<file path="config.mk">
export PLATFORM = sky130hd
export DESIGN_NAME = wave_seq_ctrl
export DESIGN_NICKNAME = d
export VERILOG_FILES = /design/src/rtl/wave_seq_ctrl.sv
export SDC_FILE = /design/constraint.sdc
export NUM_CORES = 1
export LEC_CHECK = 0
export CELL_PAD_IN_SITES_DETAIL_PLACEMENT = 1
export CELL_PAD_IN_SITES_GLOBAL_PLACEMENT = 2
export CORE_MARGIN = 2
export CORE_UTILIZATION = 34
export CTS_CLUSTER_DIAMETER = 200
export DETAILED_ROUTE_END_ITERATION = 16
export GPL_TIMING_DRIVEN = 0
export PLACE_DENSITY = 0.79
export RECOVER_POWER = 25
export SYNTH_ARGS = -nofsm -noshare
export SYNTH_HDL_FRONTEND = slang
export SYNTH_SLANG_ARGS = --single-unit
</file>
<file path="constraint.sdc">
create_clock -name clk -period 3.5 [get_ports clk]
set_input_delay 1.05 -clock clk [delete_from_list [all_inputs] [get_ports clk]]
set_output_delay 1.05 -clock clk [all_outputs]
set_load 0.02 [all_outputs]
</file>
<file path="src/rtl/wave_seq_ctrl.sv">
// Burst sequencer for the 8-step waveform path: plays a captured pattern for reps periods.
// Outputs are registered (one edge from start to step 0); start is taken only in IDLE, hold freezes, abort cancels.
module wave_seq_ctrl #(
  parameter int REP_W = 4
) (
  input  logic             clk,
  input  logic             rst_n,
  input  logic             start,
  input  logic [7:0]       pattern,
  input  logic [REP_W-1:0] reps,
  input  logic             a,
  input  logic             hold,
  input  logic             abort,
  output logic             out,
  output logic [2:0]       step,
  output logic [REP_W-1:0] reps_left,
  output logic             busy,
  output logic             done
);

  typedef enum logic [1:0] {IDLE, RUN, PAUSE, DONE} state_t;

  localparam logic [REP_W-1:0] ONE = REP_W'(1);

  state_t     state;
  logic [7:0] pat_q;
  logic [2:0] step_nx;
  logic       out_nx;

  // Level for the step being entered; step 7 is gated by the modulation input.
  always_comb begin
    step_nx = step + 3'd1;
    out_nx  = pat_q[step_nx];
    if (step_nx == 3'd7) out_nx = pat_q[7] & a;
  end

  always_ff @(posedge clk or negedge rst_n) begin
    if (!rst_n) begin
      state     <= IDLE;
      pat_q     <= 8'd0;
      out       <= 1'b0;
      step      <= 3'd0;
      reps_left <= '0;
      busy      <= 1'b0;
      done      <= 1'b0;
    end else begin
      done <= 1'b0;
      case (state)
        IDLE: begin
          if (start) begin
            if (reps != '0) begin
              state     <= RUN;
              pat_q     <= pattern;
              reps_left <= reps;
              step      <= 3'd0;
              out       <= pattern[0];
              busy      <= 1'b1;
            end else begin
              state <= DONE;
              done  <= 1'b1;
            end
          end
        end
        RUN, PAUSE: begin
          if (abort) begin
            state     <= IDLE;
            out       <= 1'b0;
            step      <= 3'd0;
            reps_left <= '0;
            busy      <= 1'b0;
          end else if (hold) begin
            state <= PAUSE;
          end else if (step == 3'd7) begin
            if (reps_left > ONE) begin
              state     <= RUN;
              step      <= 3'd0;
              out       <= pat_q[0];
              reps_left <= reps_left - ONE;
            end else begin
              state     <= DONE;
              out       <= 1'b0;
              step      <= 3'd0;
              reps_left <= '0;
              busy      <= 1'b0;
              done      <= 1'b1;
            end
          end else begin
            state <= RUN;
            step  <= step_nx;
            out   <= out_nx;
          end
        end
        DONE:    state <= IDLE;
        default: state <= IDLE;
      endcase
    end
  end

endmodule

</file>
==> flow_metrics.py, run 1 <==
metrics = {
    "grt": {
        "grt_usage_pct": 16.4,
        "grt.overflow.total": 0,
        "antenna_found_initial": 0,
        "grt_pass1_wl_mm": 5.26,
        "grt_pass1_vias": 1062,
        "grt_max_degree": 21,
    },
    "die": {
        "initial_core_util_pct": 36.0,
        "die_y_um": 63.9,
        "fp.dieW_um": 63.9,
        "row_count": 21,
        "die_area_um2": 4080,
        "core_area_um2": 3390,
        "ios": 28,
    },
    "setup_path": {
        "crit_chain": "clkdlybuf4s50_1",
        "arrival_ps": 1450,
        "critPathLaunchType": "register",
        "crit_path_top_delay_cell": "clkdlybuf4s50_1",
        "path_delay_family": "buffers and inverters",
        "cp_max_fo": 7,
        "rrSetupSlack_ps": 1430,
        "crit_path_end_kind": "output pin",
        "cp.required_ps": 2450,
        "crit_buf_inv": 1,
        "worstSetupPathType": "register to output pin",
        "critical-path-max-stage-delay_ps": 650,
    },
    "clock_network": {
        "htree_levels": 1,
        "clk_pin_slew_ps": 110,
        "cts_setup_buffers": 0,
        "cts_hold_buf": 0,
        "clkLatencyLatePin_ps": 300,
        "post_cts_resize_count": 0,
        "cts_tree": "done",
        "clock-sinks": 20,
        "root_buffer": "clkbuf_4",
        "cts_buffers": 3,
        "ctsLongestPathBuffers": 2,
    },
    "timing": {
        "slew_headroom_pct": 38.5,
        "rsz0062_at_grt": "no",
        "final.min_clock_period_ps": 2500,
        "final-setup-viol-count": 0,
        "hold_viol": 0,
        "setup_ws_ps": 1000,
        "max_freq_mhz": 400,
        "tns_ps": 0,
        "finalMaxSlewViolations": 0,
        "timing.final.crit_share_pct": 71.3,
        "tightest_slew_ps": 919,
        "skew_ps": 2.08,
    },
    "finish": {
        "design_area_um2": 1570,
        "fillCellCount": 377,
        "final_util_pct": 46.3,
        "diodes": 0,
        "area_growth_pct": 28.7,
        "drive_gt1_share_pct": 14.8,
        "nets": 163,
        "fin_cells": 181,
    },
    "synthesis": {
        "synth_top_area_share_pct": 41.1,
        "synth_ff_type": "dfrtp_1",
        "yosysWarnings": 0,
        "synth.net_count": 131,
        "synthArstFlopShare_pct": 100,
        "netlist_top_cells_area": "dfrtp_1 (41%), mux2_4 (9.9%), ha_1 (8.2%), inv_1 (3.4%), mux2i_1 (3.3%)",
        "synth-seq-cells": 20,
        "ys_seq_area_share_pct": 41.1,
        "synth_cell_types": 39,
        "yosysMostFrequentCell": "dfrtp_1",
        "netlist_area_um2": 1220,
        "synth_cells": 105,
        "yosysTopAreaCell": "dfrtp_1",
        "syn_avg_cell_area_um2": 11.6,
        "synth_edf_count": 0,
        "synth_common_cells": "dfrtp_1 (20), inv_1 (11), ha_1 (8), mux2_4 (8), nor2_1 (8)",
    },
    "status": {
        "status": "finished, final reports clean",
    },
    "place": {
        "dp_hpwl_mm": 2.42,
        "place_inst": 178,
        "place_ws_ps": 715,
        "gp_congestion": 0.767,
        "portBuffers": 27,
        "placed_area_um2": 1550,
    },
    "routing": {
        "drcViolationCount": 0,
        "drt-total-wl_mm": 3.05,
        "dr.pass1.iters": 4,
        "viasPerCell": 5.27,
        "num_vias": 953,
        "routedWlPerCell_um": 16.9,
        "drt-initial-drc-count": 15,
        "drt.antenna.violating_nets": 0,
    },
    "job": {
        "drv_cap": 0,
    },
    "power": {
        "peakVddDrop_mv": 0.338,
        "leakage_uw": 0.000670,
        "power.density_nw_per_um2": 876,
    },
    "min_path": {
        "holdCritPathClass": "register to register",
    },
}
==> kinds of logic (layout without fill, tap and decap cells) <==
family	Yosys count	after routing	synth area share (%)
DFF	20	20	41.1
muxes	15	15	16.8
AOI/OAI and AO/OA	26	26	17.9
buffers and inverters	13	43	4.72
and+or+nand+nor	23	23	11.3
adders and majority gates	8	8	8.21
==> sequential cells by signal, summed over array words and instances (netlist names) <==
signal,count
busy,1
done,1
out,1
state,2
step,3
reps_left,4
pat_q,8
==> placed cells by master (no fill, tap or decap), drive strengths merged, types with 2 or more instances in the layout <==
cell type,instances
buf,2
a22oi,2
o31ai,2
a21oi,2
clkbuf,3
dfrtp,20
nand2,3
mux2,10
nor2,9
ha,8
o2bb2ai,3
clkdlybuf4s50,26
nand2b,2
o21ai,2
inv,11
nor2b,2
a32oi,3
o41ai,2
mux2i,4
nor4,3
o221ai,2
==> metal layers <==
metal / GRT usage (%) / share of wire (%)
met3: 2.29 / 3.3
met4: 4.08 / 1.2
met1: 21.0 / 45
met5: 0 / 0
met2: 28.9 / 50
==> final timing paths <==
check,to,start,cells after the start
worst min-delay path,busy,busy,1
worst min register to register,busy,busy,1
max in group asynchronous,step[2],rst_n,1
min in group asynchronous,busy,rst_n,1
worst max-delay path,reps_left[2],reps_left[2],1
worst max register to register,out,step[0],6
==> where the power goes <==
group	leakage (uW)	total [uW]	internal, uW	switching, uW
Sequential	0.000248	426	336	89.9
Combinational	0.000408	836	411	425
Clock	0.0000138	113	40.2	72.5
Total	0.000670	1370	787	587
==> cell type report <==
class / instances / area, um2 / area share, %
repair buffers: 27 / 270 / 17.2
clock buffers: 3 / 22.5 / 1.44
multi-input cells: 72 / 661 / 42.1
well taps: 46 / 57.6 / 3.67
inverters: 11 / 41.3 / 2.63
flip-flops and latches: 20 / 500 / 31.9
plain buffers: 2 / 16.3 / 1.04
==> metrics by stage <==
step | hold WS, ps | power [uW]
finish | 528 | 1370
global route | 547 | 1490
CTS | 534 | 1390
detailed placement | 505 | 1270
global placement | 488 | 1250
floorplan | 476 | 1010
(Power assumes the default switching activity.)
==> run 2: changes to the inputs <==
--- a/config.mk
+++ b/config.mk
@@ -8,11 +8,11 @@
 export CELL_PAD_IN_SITES_DETAIL_PLACEMENT = 1
 export CELL_PAD_IN_SITES_GLOBAL_PLACEMENT = 2
 export CORE_MARGIN = 2
-export CORE_UTILIZATION = 34
+export CORE_UTILIZATION = 32
 export CTS_CLUSTER_DIAMETER = 200
 export DETAILED_ROUTE_END_ITERATION = 16
 export GPL_TIMING_DRIVEN = 0
-export PLACE_DENSITY = 0.79
+export PLACE_DENSITY = 0.75
 export RECOVER_POWER = 25
 export SYNTH_ARGS = -nofsm -noshare
 export SYNTH_HDL_FRONTEND = slang
==> constraint.sdc (replaced) <==
create_clock -name clk -period 2.55 [get_ports clk]
set_input_delay 0.765 -clock clk [delete_from_list [all_inputs] [get_ports clk]]
set_output_delay 0.765 -clock clk [all_outputs]
set_load 0.02 [all_outputs]
==> flow_metrics.py, run 2 (synthesized netlist as in run 1, its figures left out) <==
metrics = {
    "routing": {
        "drcViolationCount": 0,
        "viasPerCell": 5.26,
        "wl_met2_mm": 1.49,
        "dr.max_layer_used": "met4",
        "drt-total-wl_mm": 3.04,
        "wl_met3_um": 86,
        "met1_length_mm": 1.43,
        "dr.pass1.iters": 4,
        "routedWlPerCell_um": 16.5,
        "num_vias": 967,
        "drt-initial-drc-count": 43,
        "drt.antenna.violating_nets": 0,
    },
    "clock_network": {
        "clk_pin_slew_ps": 80,
        "clkLatencyLatePin_ps": 270,
        "clock-sinks": 20,
        "cts_buffers": 3,
        "cts_tree": "done",
        "htree_levels": 1,
        "cts_hold_buf": 0,
        "root_buffer": "clkbuf_8",
        "cts_setup_buffers": 0,
        "post_cts_resize_count": 0,
        "ctsLongestPathBuffers": 2,
    },
    "finish": {
        "top_register": "pat_q",
        "biggestRegsByFlops": "pat_q (8), reps_left (4), step (3)",
        "drive_gt1_share_pct": 15.4,
        "largest_register_ffs": 8,
        "regArea_um2": 500,
        "diodes": 0,
        "mostFrequentLayoutCells": "clkdlybuf4s50_1 (26), dfrtp_1 (20), inv_1 (11)",
        "fin_cells": 184,
        "fillCellCount": 405,
        "area_growth_pct": 33.0,
        "final_common_cell": "clkdlybuf4s50_1",
        "multi_input_area_um2": 661,
        "nets": 163,
        "final_util_pct": 44.3,
    },
    "job": {
        "drv_cap": 0,
    },
    "timing": {
        "skew_ps": 9.95,
        "hold_viol": 0,
        "setup_ws_ps": 331,
        "rsz0062_at_grt": "no",
        "slew_headroom_pct": 39.5,
        "timing.final.crit_share_pct": 87.0,
        "worst_hold_slack_ps": 503,
        "final-setup-viol-count": 0,
        "tightest_slew_ps": 904,
        "finalMaxSlewViolations": 0,
        "final.min_clock_period_ps": 2220,
        "max_freq_mhz": 451,
        "tns_ps": 0,
    },
    "setup_path": {
        "critical-path-max-stage-delay_ps": 500,
        "r2r_cells": 6,
        "crit_buf_inv": 1,
        "arrival_ps": 2370,
        "r2r-start": "step[0]",
        "path_delay_family": "buffers and inverters",
        "rrSetupSlack_ps": 520,
        "critPathLaunchType": "input pin",
        "cp.required_ps": 2700,
        "worstSetupPathType": "input pin to register",
        "crit_path_top_delay_cell": "clkdlybuf4s50_1",
        "crit_chain": "clkdlybuf4s50_1, nor4_4, nor2_2, o21ai_2, mux2_1",
        "crit_path_end_kind": "register",
        "rr_endpoint": "out",
        "cp_max_fo": 4,
    },
    "status": {
        "status": "finished, final reports clean",
    },
    "grt": {
        "grt.overflow.total": 0,
        "grt_pass1_vias": 1062,
        "grt_pass1_wl_mm": 5.20,
        "grt_max_degree": 21,
        "grt_usage_pct": 15.6,
        "antenna_found_initial": 0,
    },
    "power": {
        "peakVddDrop_mv": 0.573,
        "power.density_nw_per_um2": 1270,
        "leakage_uw": 0.000692,
    },
    "place": {
        "portBuffers": 27,
        "place_ws_ps": 56.2,
        "place_inst": 180,
        "gp_congestion": 0.771,
        "dp_hpwl_mm": 2.26,
    },
    "die": {
        "ios": 28,
        "core_area_um2": 3660,
        "initial_core_util_pct": 33.3,
        "fp.dieW_um": 65.7,
        "row_count": 22,
        "die_area_um2": 4320,
        "die_y_um": 65.7,
    },
    "min_path": {
        "holdCritPathClass": "register to register",
        "hp-start": "busy",
        "min_path_cells": 1,
        "worst_hold_path.endpoint": "busy",
    },
}
## run 2: changes by cell type in the layout (fill, tap and decap cells not counted), sizes merged
| cell | before | now |
|---|---|---|
| bufinv | 0 | 1 |
## run 2: final cells by class
type	instances	area share (%)
Timing Repair Buffer	27	16.7
Clock buffer	3	2.55
Multi-Input combinational cell	72	40.8
Tap cell	48	3.71
Sequential cell	20	30.9
Inverter	11	2.55
Buffer	2	1.00
Clock inverter	1	1.85
## run 2: worst max-delay path by stage
| stage | startpoint | endpoint | slack (ps) | cells after the start |
|---|---|---|---|---|
| 2_1_floorplan | step[0] | out | 550 | 6 |
| 3_3_place_gp | reps[2] | reps_left[1] | 50 | 5 |
| 3_5_place_dp | reps[2] | reps_left[1] | 60 | 5 |
| 4_1_cts | reps[2] | reps_left[1] | 320 | 5 |
| 5_1_grt | reps[2] | reps_left[1] | 290 | 5 |
| 6_report | reps[2] | reps_left[1] | 330 | 5 |
## run 2: power by group
part           internal (uW)  switching (uW)  total (uW)  leakage [uW]
sequential               462             115         577      0.000248
clock                    210             119         329     0.0000357
combinational            565             590        1160      0.000408
## run 2: worst register-to-register path, cell delays in order (launching register included)
cell and delay, ps:
dfrtp_1 380, buf_2 200, inv_1 60, ha_1 360, mux4_2 520, a311oi_1 300, o31ai_1 110
## run 2: per-layer routing
| layer | vias up | track usage [%] |
|---|---|---|
| li1 | 455 | - |
| met1 | 495 | 20.9 |
| met2 | 13 | 25.9 |
| met3 | 4 | 2.40 |
| met4 | 0 | 4.69 |
| met5 | - | 0 |
## run 2: per-stage QoR
step / power (uW) / area, um2
2_1_floorplan: 1380 / 1220
3_3_place_gp: 1710 / 1550
3_5_place_dp: 1730 / 1550
4_1_cts: 2080 / 1620
5_1_grt: 2220 / 1620
6_report: 2060 / 1620
==> run 3: changes to the inputs <==
--- a/config.mk
+++ b/config.mk
@@ -11,9 +11,11 @@
 export CORE_UTILIZATION = 32
 export CTS_CLUSTER_DIAMETER = 200
 export DETAILED_ROUTE_END_ITERATION = 16
+export GPL_ROUTABILITY_DRIVEN = 0
 export GPL_TIMING_DRIVEN = 0
 export PLACE_DENSITY = 0.75
 export RECOVER_POWER = 25
+export SKIP_CTS_REPAIR_TIMING = 1
 export SYNTH_ARGS = -nofsm -noshare
 export SYNTH_HDL_FRONTEND = slang
 export SYNTH_SLANG_ARGS = --single-unit
==> results of run 3 <==
Final layout, timing and power as in run 2 (identical DEF).
